==> src/rtl/fifo_rr_scheduler.sv <==
// fifo_rr_scheduler: round-robin burst scheduler that drains N FWFT FIFOs
// into one registered valid/ready output, granting one FIFO per burst.
// Optional feature macro: FIFO_RR_SCHED_WEIGHT_EN adds a burst_len input
// giving each source its own burst limit (0 masks the source).
module fifo_rr_scheduler #(
    parameter int N         = 4,
    parameter int DW        = 8,
    parameter int MAX_BURST = 4,
    parameter int SW        = $clog2(N),
    parameter int CW        = $clog2(MAX_BURST) + 1
) (
    input  logic            clk,
    input  logic            rst,
    input  logic [N-1:0]    fifo_empty,
    input  logic [N*DW-1:0] fifo_dout,
    output logic [N-1:0]    fifo_rd_en,
    output logic            out_valid,
    input  logic            out_ready,
    output logic [DW-1:0]   out_data,
    output logic [SW-1:0]   out_src
`ifdef FIFO_RR_SCHED_WEIGHT_EN
    ,
    input  logic [N*CW-1:0] burst_len
`endif
);

    typedef enum logic {IDLE, BURST} state_t;

    state_t        state, state_next;
    logic [SW-1:0] grant, grant_next;
    logic [SW-1:0] ptr, ptr_next;
    logic [CW-1:0] burst_cnt, burst_cnt_next;
    logic [CW-1:0] last_cnt;
    logic [SW-1:0] sel;
    logic [SW-1:0] grant_inc;
    logic          found;
    logic          load;
    logic          pop;
    logic [N-1:0]  eligible;
    logic          out_valid_next;
    logic [DW-1:0] out_data_next;
    logic [SW-1:0] out_src_next;
`ifdef FIFO_RR_SCHED_WEIGHT_EN
    logic [CW-1:0] limit, limit_next;
    logic [CW-1:0] sel_limit;
`endif

    // Index addition modulo N, so non-power-of-two N never yields an index >= N.
    function automatic logic [SW-1:0] wrap_add(input logic [SW-1:0] base, input int k);
        int s;
        s = int'(base) + k;
        if (s >= N) s = s - N;
        return SW'(s);
    endfunction

    // A source may be granted only when it has data (and, when weighted, a nonzero limit).
    always_comb begin
        eligible = ~fifo_empty;
`ifdef FIFO_RR_SCHED_WEIGHT_EN
        for (int i = 0; i < N; i++) begin
            if (burst_len[i*CW +: CW] == '0) eligible[i] = 1'b0;
        end
`endif
    end

    // Round-robin scan starting at ptr: pick the first eligible source.
    always_comb begin
        found = 1'b0;
        sel   = '0;
        for (int k = 0; k < N; k++) begin
            if (!found && eligible[wrap_add(ptr, k)]) begin
                found = 1'b1;
                sel   = wrap_add(ptr, k);
            end
        end
    end

`ifdef FIFO_RR_SCHED_WEIGHT_EN
    // Per-source limit of the selected source, clamped to MAX_BURST.
    always_comb begin
        sel_limit = burst_len[int'(sel)*CW +: CW];
        if (sel_limit > CW'(MAX_BURST)) sel_limit = CW'(MAX_BURST);
    end
`endif

    // Pop strobe: only the granted FIFO, only when it has data and the output can take it.
    always_comb begin
        load      = !out_valid || out_ready;
        pop       = (state == BURST) && !fifo_empty[grant] && load;
        grant_inc = wrap_add(grant, 1);
`ifdef FIFO_RR_SCHED_WEIGHT_EN
        last_cnt  = limit - CW'(1);
`else
        last_cnt  = CW'(MAX_BURST - 1);
`endif
        fifo_rd_en = '0;
        if (pop) fifo_rd_en[grant] = 1'b1;
    end

    // Next-state logic for the arbiter FSM, burst counter and output register.
    always_comb begin
        state_next     = state;
        grant_next     = grant;
        ptr_next       = ptr;
        burst_cnt_next = burst_cnt;
        out_valid_next = out_valid;
        out_data_next  = out_data;
        out_src_next   = out_src;
`ifdef FIFO_RR_SCHED_WEIGHT_EN
        limit_next     = limit;
`endif
        case (state)
            IDLE: begin
                if (found) begin
                    grant_next     = sel;
                    burst_cnt_next = '0;
                    state_next     = BURST;
`ifdef FIFO_RR_SCHED_WEIGHT_EN
                    limit_next     = sel_limit;
`endif
                end
            end
            BURST: begin
                if (fifo_empty[grant]) begin
                    state_next = IDLE;
                    ptr_next   = grant_inc;
                end else if (pop && (burst_cnt == last_cnt)) begin
                    state_next = IDLE;
                    ptr_next   = grant_inc;
                end
            end
            default: state_next = IDLE;
        endcase
        if (pop) begin
            out_data_next  = fifo_dout[int'(grant)*DW +: DW];
            out_src_next   = grant;
            out_valid_next = 1'b1;
            burst_cnt_next = burst_cnt + CW'(1);
        end else if (out_ready) begin
            out_valid_next = 1'b0;
        end
    end

    // State and output registers; reset aborts any burst and drops the held word.
    always_ff @(posedge clk or posedge rst) begin
        if (rst) begin
            state     <= IDLE;
            grant     <= '0;
            ptr       <= '0;
            burst_cnt <= '0;
            out_valid <= 1'b0;
            out_data  <= '0;
            out_src   <= '0;
`ifdef FIFO_RR_SCHED_WEIGHT_EN
            limit     <= '0;
`endif
        end else begin
            state     <= state_next;
            grant     <= grant_next;
            ptr       <= ptr_next;
            burst_cnt <= burst_cnt_next;
            out_valid <= out_valid_next;
            out_data  <= out_data_next;
            out_src   <= out_src_next;
`ifdef FIFO_RR_SCHED_WEIGHT_EN
            limit     <= limit_next;
`endif
        end
    end

endmodule

==> config.mk <==
export PLATFORM = sky130hd
export DESIGN_NAME = fifo_rr_scheduler
export DESIGN_NICKNAME = d
export VERILOG_FILES = /design/src/rtl/fifo_rr_scheduler.sv
export SDC_FILE = /design/constraint.sdc
export NUM_CORES = 1
export LEC_CHECK = 0
export ABC_CLOCK_PERIOD_IN_PS = 3100
export CORE_UTILIZATION = 41
export DETAILED_ROUTE_END_ITERATION = 16
export GPL_ROUTABILITY_DRIVEN = 0
export MAX_ROUTING_LAYER = met4
export PLACE_DENSITY = 0.79
export SLEW_MARGIN = 10
export SYNTH_ARGS = -nofsm -noshare
export SYNTH_HDL_FRONTEND = slang
export SYNTH_SLANG_ARGS = --single-unit
export TNS_END_PERCENT = 30
==> constraint.sdc <==
create_clock -name clk -period 3.1 [get_ports clk]
set_input_delay 0.93 -clock clk [delete_from_list [all_inputs] [get_ports clk]]
set_output_delay 0.93 -clock clk [all_outputs]
set_load 0.1 [all_outputs]
### Word-level counts from Yosys, hierarchy flattened

Index checks and enable logic that the tools add are counted.

| storage, ports and cells | value |
|---|---|
| flip-flop bits (word level) | 19 |
| bits of input ports | 39 |

| operators by class | value |
|---|---|
| $add $sub $neg | 10 |
| $lt $le $gt $ge | 11 |
| eq/ne operators | 2 |
| shift-type cells | 1 |
| muxes and demuxes | 37 |
| bitwise logic cells | 2 |
| reduce and logical (&&, ||, !) cells | 19 |

Operators with widths:

| kind | count |
|---|---|
| 32-bit by 6-bit indexed part select with 8-bit output | 1 |
| 2-bit 2-to-1 mux | 11 |
| 2-bit by 3-bit < comparator with 1-bit output (second input constant) | 5 |
| 1-bit 2-to-1 mux | 15 |
| 3-bit greater-or-equal comparator (second input constant) | 4 |
| 1-bit binary-select mux with 2-bit select | 5 |
| 2-bit by 1-bit subtractor with 2-bit output (second input constant) | 5 |
| 3-bit 2-to-1 mux | 3 |
| 1-bit logical AND | 7 |
| 2-bit by 1-bit adder with 3-bit output (second input constant) | 2 |
| 2-bit by 2-bit adder with 3-bit output (second input constant) | 2 |
| 2-bit AND reduction | 3 |
| 2-bit nonzero test | 3 |
| 1-bit zero test | 5 |
| 4-bit 2-to-1 mux | 1 |
| 4-bit NOT | 1 |
| 3-bit by 1-bit adder with 3-bit output (second input constant) | 1 |
| 3-bit by 2-bit equality test with 1-bit output (second input constant) | 1 |
| 2-bit by 3-bit greater-or-equal comparator with 1-bit output (second input constant) | 1 |
| 1-bit demux with 2-bit select | 1 |
| 2-bit by 1-bit greater-or-equal comparator with 1-bit output (second input constant) | 1 |
| 2-bit by 1-bit inequality test with 1-bit output (second input constant) | 1 |
| 1-bit one-hot mux with 2 select lines | 1 |
| 1-bit logical OR | 1 |
| 1-bit NOT | 1 |

### Depth between registers and ports, before layout

| depth | value |
|---|---|
| depth after elaboration | 17 |
| mapped depth | 5 |

### Worst setup path before layout

No wires, ideal clock.

| path | value |
|---|---|
| kind | input port to output port |
| start point | input fifo_empty[3] |
| end point | output fifo_rd_en[0] |
| arrival | 2.724 ns |
| required time | 2.170 ns |
| slack | -0.554 ns |
| cell stages on the path | 4 |
| buffers on the path | 1 |
| cell sequence | mux4_2 nor3_4 buf_6 and2_1 |

| between the ends | value |
|---|---|
| longest elaborated chain between the ends | 6 |

Ends and longest elaborated chain:

| what | RTL line | source |
|---|---|---|
| start, declared | 14 | `input logic [N-1:0] fifo_empty,` |
| 1-bit binary-select mux with 2-bit select | 89 | `pop = (state == BURST) && !fifo_empty[grant] && load;` |
| 1-bit 2-to-1 mux (implied by the code) | 89 |  |
| 1-bit zero test | 89 |  |
| 1-bit logical AND (2 in series) | 89 |  |
| 4-bit 2-to-1 mux | 97 | `if (pop) fifo_rd_en[grant] = 1'b1;` |
| end, declared | 16 | `output logic [N-1:0] fifo_rd_en,` |

Every way passes these cells. The select of a mux whose other input is x is not followed.

### Worst setup path in the final report

Same ends and word-level chain as after synthesis.

==> metrics <==
status=finished, final reports clean; mapped cell area=0.00120 sq mm; # IOs=between 50 and 60; number of buffers added on ports=53; FF+latch count, synth=19; clock buffer depth=2; final hold viol count=0; CTS Buf Count=3; power density over cell area=1110 mW/mm^2; final slew viol count=0; Final Critical Period=3.07 ns; total number of vias=1032; leakage power=0.827 nW; worst min-delay path category=register to register; total gr overflow=0; Fin Clk Skew=0.00201 ns; Reg clk slew, reported paths=0.11 ns; Final Setup Violations=0; Core ar.=0.00276 sq mm; Initial Util=0.434; worst-path fanout max=5; Least-Margin Pin Slew=between 0.7 and 0.8 ns; Critical Path Source Type=primary input; RSZ-0062 raised after global routing=yes; Final Cycle Share=0.991; max incr delay on CP=0.50 ns; Root Driver=clkbuf_4; Yosys top cell by area=dfrtp_1; worst skew pair latency=0.30 ns; worst hold slack=between 0.5 and 0.6 ns; count of cell types in the netlist=30; P&R area growth vs syn=55.6%; largest net degree at the start of global routing=20; Synth Instances=97; Seq/Total Area, Yosys=0.397; clock sink count=19; Ant. Diodes=0; initial antenna violation count=0; design area=0.00186 sq mm; WL final=2.95 mm; Via-to-Cell Ratio=around 5.4; cells on worst reg2reg path=4; crit-path cells=buf_6, mux4_2, nor3_4, and2_4, buf_12; row cnt=19; remaining antenna violation count after routing=0; CTS Hold Bufs=0; Die W=56.0 um; Peak supply drop=about 900 uV; Residual DRC=0; share of cells above drive strength 1=0.346; area share of the largest cell type after synthesis=0.397; number of H-tree levels=1; Arr. time, crit path=2.14 ns; crit path capture type=output port; max cap viols=0; final core occ=0.675; placed cell area=roughly 0.0018 sq mm; vias in the first global route=1055; Initial DRC Count=46; Synth area leaders=dfrtp_1, mux4_2, mux2_2; Worst path slowest cell=mux4_2; first-pass GRT wire length=4.77 mm; Setup Buffers After CTS=0; fin nets=205; CP required=about 2.2 ns; Slew HR=0.531; router iterations before antenna repair=4; Max Fclk=325 MHz; Die Y=56.0 um; Mean Syn Cell Area=12.3 sq um; dpl hpwl=2.36 mm; wire length per cell=between 15 and 20 um; syn_nets=142; GRT Overall Usage=0.203; die area=roughly 0.0031 sq mm; CTS tree=yes; Hold Path Depth=1; Setup CP Type=primary input to output port; yosys warns=0
==> Yosys cell counts <==
cell type   n
dfrtp_1    19
nand2_1    10
inv_1       8
mux2_2      8
mux4_2      8
ha_1        6
and2_1      5
mux2_4      3
nor2_1      3
o21ai_0     3
clkbuf_1    2
mux2i_1     2
nand2b_1    2
o31ai_1     2
a21oi_1     1
a221oi_1    1
a22o_1      1
a22oi_1     1
a31oi_1     1
a32oi_1     1
and3_1      1
buf_6       1
mux4_1      1
nand4_1     1
nor2b_1     1
nor3_4      1
nor4bb_1    1
o21bai_1    1
o22ai_1     1
xnor2_1     1
==> critical path: cells and delay by family <==
family                 cells  cell delay, ns
muxes                      1            0.50
buffers and inverters      2            0.25
and+or+nand+nor            2            0.45
==> power by group <==
part           internal, mW  switching (mW)  leakage [nW]
combinational         0.527           0.965         0.579
clock                0.0482          0.0795        0.0177
sequential            0.368          0.0847         0.230
total                 0.943            1.13         0.827
==> metal layers <==
metal | share of wire | routed length [um] | track usage | vias to the layer above
met5 | 0 | 0 | - | -
met4 | 0.016 | 47 | 0.0662 | 0
met3 | 0.087 | 256 | 0.0628 | 7
met2 | 0.51 | 1510 | 0.357 | 46
met1 | 0.38 | 1130 | 0.216 | 499
li1 | - | - | - | 480
==> layout make-up <==
| class | count | area, sq um |
|---|---|---|
| clock buffers | 3 | 22.5 |
| repair buffers | 61 | 608 |
| well taps | 31 | 38.8 |
| flip-flops and latches | 19 | 475 |
| inverters | 8 | 30.0 |
| multi-input cells | 67 | 682 |
| fillers | 220 | 896 |
| clock inverters | 1 | 5.00 |
==> flip-flops by register name (all words and copies together) (netlist names) <==
| signal | count |
|---|---|
| burst_cnt | 3 |
| grant | 2 |
| out_data | 8 |
| out_src | 2 |
| out_valid | 1 |
| ptr | 2 |
| state | 1 |
==> worst paths after layout <==
check	startpoint	end	slack, ns
max	fifo_empty[3]	fifo_rd_en[0]	0.03
min	out_data[3]	out_data[3]	0.52
max reg2reg	grant[0]	out_data[1]	1.15
min reg2reg	out_data[3]	out_data[3]	0.52
max in group asynchronous	rst	ptr[1]	1.63
min in group asynchronous	rst	out_src[1]	1.03
==> kinds of logic (layout without fill, tap and decap cells) <==
logic type / after synthesis / after routing / share of synthesized area
compound gates: 13 / 13 / 0.0743
xor+xnor: 1 / 1 / 0.00732
fa+ha+maj: 6 / 6 / 0.0628
buf+inv: 11 / 73 / 0.0408
flops: 19 / 19 / 0.397
mux: 22 / 22 / 0.302
simple gates: 25 / 25 / 0.115
==> repair_timing <==
item                                    in CTS  in global routing
pin swaps                                    3                  1
endpoints found under the setup margin       4                  4
resized for setup                           19                  1
endpoints found under the hold margin        0                  0
==> cells in the final DEF (no fill, tap or decap) <==
master	instances
a31oi_1	1
and3_1	1
nor2_1	3
a221oi_1	1
o22ai_1	1
nor4bb_1	1
clkinv_2	1
a22oi_1	1
nand4_1	1
nand2b_1	2
mux2i_1	2
mux4_1	1
o31ai_1	2
mux2_4	3
buf_4	19
xnor2_1	1
o21ai_0	3
buf_6	4
and2_4	4
a21oi_1	1
nor3_4	1
mux4_2	8
nand2_1	10
clkbuf_4	3
a32oi_1	1
inv_1	8
a22o_1	1
and2_1	1
buf_12	4
nor2b_1	1
clkdlybuf4s50_1	34
ha_1	6
mux2_2	8
o21bai_1	1
dfrtp_1	19
==> metrics by stage <==
step	instances	setup slack, ns	power [mW]	setup TNS [ns]
after floorplan	97	-0.128	1.58	-0.511
after global placement	186	-0.301	1.92	-1.20
after detailed placement	186	-0.335	1.96	-1.33
after CTS	190	0.00253	2.09	0
after global routing	190	-0.00844	2.18	-0.0301
final	190	0.0276	2.07	0
Note: power is estimated with default switching activity, not from simulation.
==> RTL edit: new RTL, same flow settings <==
Set the parameter `N` to 8 (it was 4).
--- a/src/rtl/fifo_rr_scheduler.sv
+++ b/src/rtl/fifo_rr_scheduler.sv
@@ -5,3 +5,3 @@
 module fifo_rr_scheduler #(
-    parameter int N         = 4,
+    parameter int N         = 8,
     parameter int DW        = 8,
Ports: changed (resized fifo_dout, fifo_empty, fifo_rd_en and out_src); port bits go from 54 to 95. The function was not compared with the original's and may differ.
==> RTL edit against the unedited design <==
The flow now finishes with violations (setup timing). Utilization up 4.6 points. Routed wire length increased by 140%. Global-route usage rose by 4.9 points. Final area rose by 100%. Clock skew is 0.00080 ns lower. Power increased by 120%. Sequential power rose by 22%. Area after synthesis increased by 92%. Register-to-register slack worse by 0.82 ns. Worst setup slack got worse by 0.24 ns. Sequential cell count is 3 higher. Count of clock-buffer cells in the layout grew 1. Largest cell class unchanged. Largest power group unchanged.
==> RTL edit: results (changes against the unedited design) <==
* Status: finished with violations
* Failing checks: setup timing
* Synth Instances at 232 (+140%)
* Slew HR at 61.0% (+7.9 points)
* Unique masters post-synth at 47 (+57%)
* Yosys warns at 0 (unchanged)
* Hold WC Path Type: reg2reg
* Routed metal-1 wirelength at 2.68 mm (+140%)
* Peak supply drop at 0.755 mV (-17%)
* Top cells by count, synth: 30 x nand2_1, 26 x mux2i_1, 22 x dfrtp_1
* Vias in the first global route at 2476 (+130%)
* Met3 WL at 477 um (+86%)
* Clk buf depth at 2 (unchanged)
* Largest fanout on the critical path at 5 (unchanged)
* Top layer used by detailed routing: met4
* Root Driver: clkbuf_8
* Share of flip-flops with an asynchronous set or reset at 100% (unchanged)
* Post-synthesis sequential area ratio at 24.0% (-16 points)
* Placed Instances at 416 (+120%)
* Layout cells sized above 1 at 34.3% (-0.32 points)
* Adder-Cell Fraction of Synth Area at 2.72% (-3.6 points)
* DR WL met2 at 3.72 mm (+150%)
* Max reg flops at 8 (unchanged)
* Post-synthesis xor/xnor area fraction at 1.91% (+1.2 points)
* Dpl hpwl at 5.71 mm (+140%)
* Setup Total Neg Slack at -1.56 ns (-1.56 ns)
* Synth area leaders: dfrtp_1 24%, mux4_2 19%, mux2i_1 11%
* Setup WS post-layout at -0.215 ns (-0.243 ns)
* Final setup viols at 8 (+8)
* Antenna violations before repair at 0 (unchanged)
* Global route overflow at 0 (unchanged)
* Post-synthesis mux area share at 37.5% (+7.3 points)
* Clock slew at reported path FFs at 0.08 ns (-0.03 ns)
* Largest net degree at the start of global routing at 31 (+55%)
* CTS buffer count at 3 (unchanged)
* Via density at 5.63 (+3.6%)
* Synthesized Nets at 312 (+120%)
* Compound-Gate Fraction of Synth Area at 16.3% (+8.8 points)
* Peak per-stage delay on the critical path at 0.49 ns
* Total Wirelength at 7.05 mm (+140%)
* Drt initial violations at 170 (+270%)
* Area leader, netlist: dfrtp_1
* Worst Clk Skew at 0.00121 ns (-0.000801 ns)
* IO buf count at 94 (+77%)
* # nets final at 437 (+110%)
* Top reg by flops: out_data
* Slowest stage cell on the critical path: mux4_2
* Global-route wire length before repair at 11.4 mm (+140%)
* Gr usage total at 25.2% (+4.9 points)
* P_leak at 0.00160 uW (+93%)
* Skew-Pair Late Insertion Delay at 0.26 ns (-0.04 ns)
* WL/cell at 16.5 um (+6.5%)
* Antenna cell count at 0 (unchanged)
## RTL edit: final cells by class
type / instances / area [um^2]
flip-flops and latches: 22 / 552
fillers: 378 / 1460
repair buffers: 136 / 1320
clock buffers: 4 / 45.0
multi-input cells: 181 / 1720
inverters: 13 / 51.3
well taps: 70 / 87.6
## RTL edit: per-layer routing
| metal | vias up | GRT usage (%) |
|---|---|---|
| met4 | 0 | 7.69 |
| li1 | 1126 | - |
| met3 | 16 | 3.57 |
| met1 | 1148 | 28.9 |
| met5 | - | - |
| met2 | 108 | 45.3 |
## RTL edit: through the flow
step | hold slack [ns] | area (um^2) | util [%] | power [uW] | setup WS, ns
after global routing | 0.508 | 3780 | 72.1 | 4810 | -0.272
after floorplan | 0.512 | 2390 | - | 3210 | -0.582
after global placement | 0.465 | 3640 | 69.4 | 4090 | -0.705
final | 0.496 | 3780 | 72.1 | 4510 | -0.215
after CTS | 0.492 | 3730 | 71.2 | 4430 | -0.241
after detailed placement | 0.473 | 3640 | 69.4 | 4170 | -0.719
## RTL edit: critical path: cells and delay by family
family                 cells  cell delay (ns)
AND/OR/NAND/NOR            3             0.36
buffers and inverters      3             0.39
multiplexers               2             0.69
## RTL edit: final timing paths
path	startpoint	endpoint	slack (ns)	cells after the start
max	fifo_empty[7]	fifo_rd_en[5]	-0.22	8
max reg2reg	ptr[1]	grant[0]	0.33	10
min	out_data[5]	out_data[5]	0.50	2
min in group asynchronous	rst	out_src[2]	1.01	3
min reg2reg	out_data[5]	out_data[5]	0.50	2
max in group asynchronous	rst	grant[0]	1.85	3
## RTL edit: cell families after synthesis
| kind of cell | Yosys count |
|---|---|
| adders and majority gates | 5 |
| xor gates and xnor gates | 5 |
| muxes | 58 |
| and+or+nand+nor | 59 |
| buffers and inverters | 29 |
| AOI/OAI and AO/OA | 54 |
| DFF | 22 |
## RTL edit: where the power goes
group          switching (uW)  internal, uW  total [uW]
registers                 121           431         552
clock network            91.7          91.7         183
logic                    2190          1590        3780
total                    2400          2110        4510
## RTL edit: repair_timing
item | in CTS | in global routing
endpoints found under the setup margin | 8 | 8
pin swaps | 5 | 2
resized for setup | 41 | 4
buffers inserted | 3 | 3
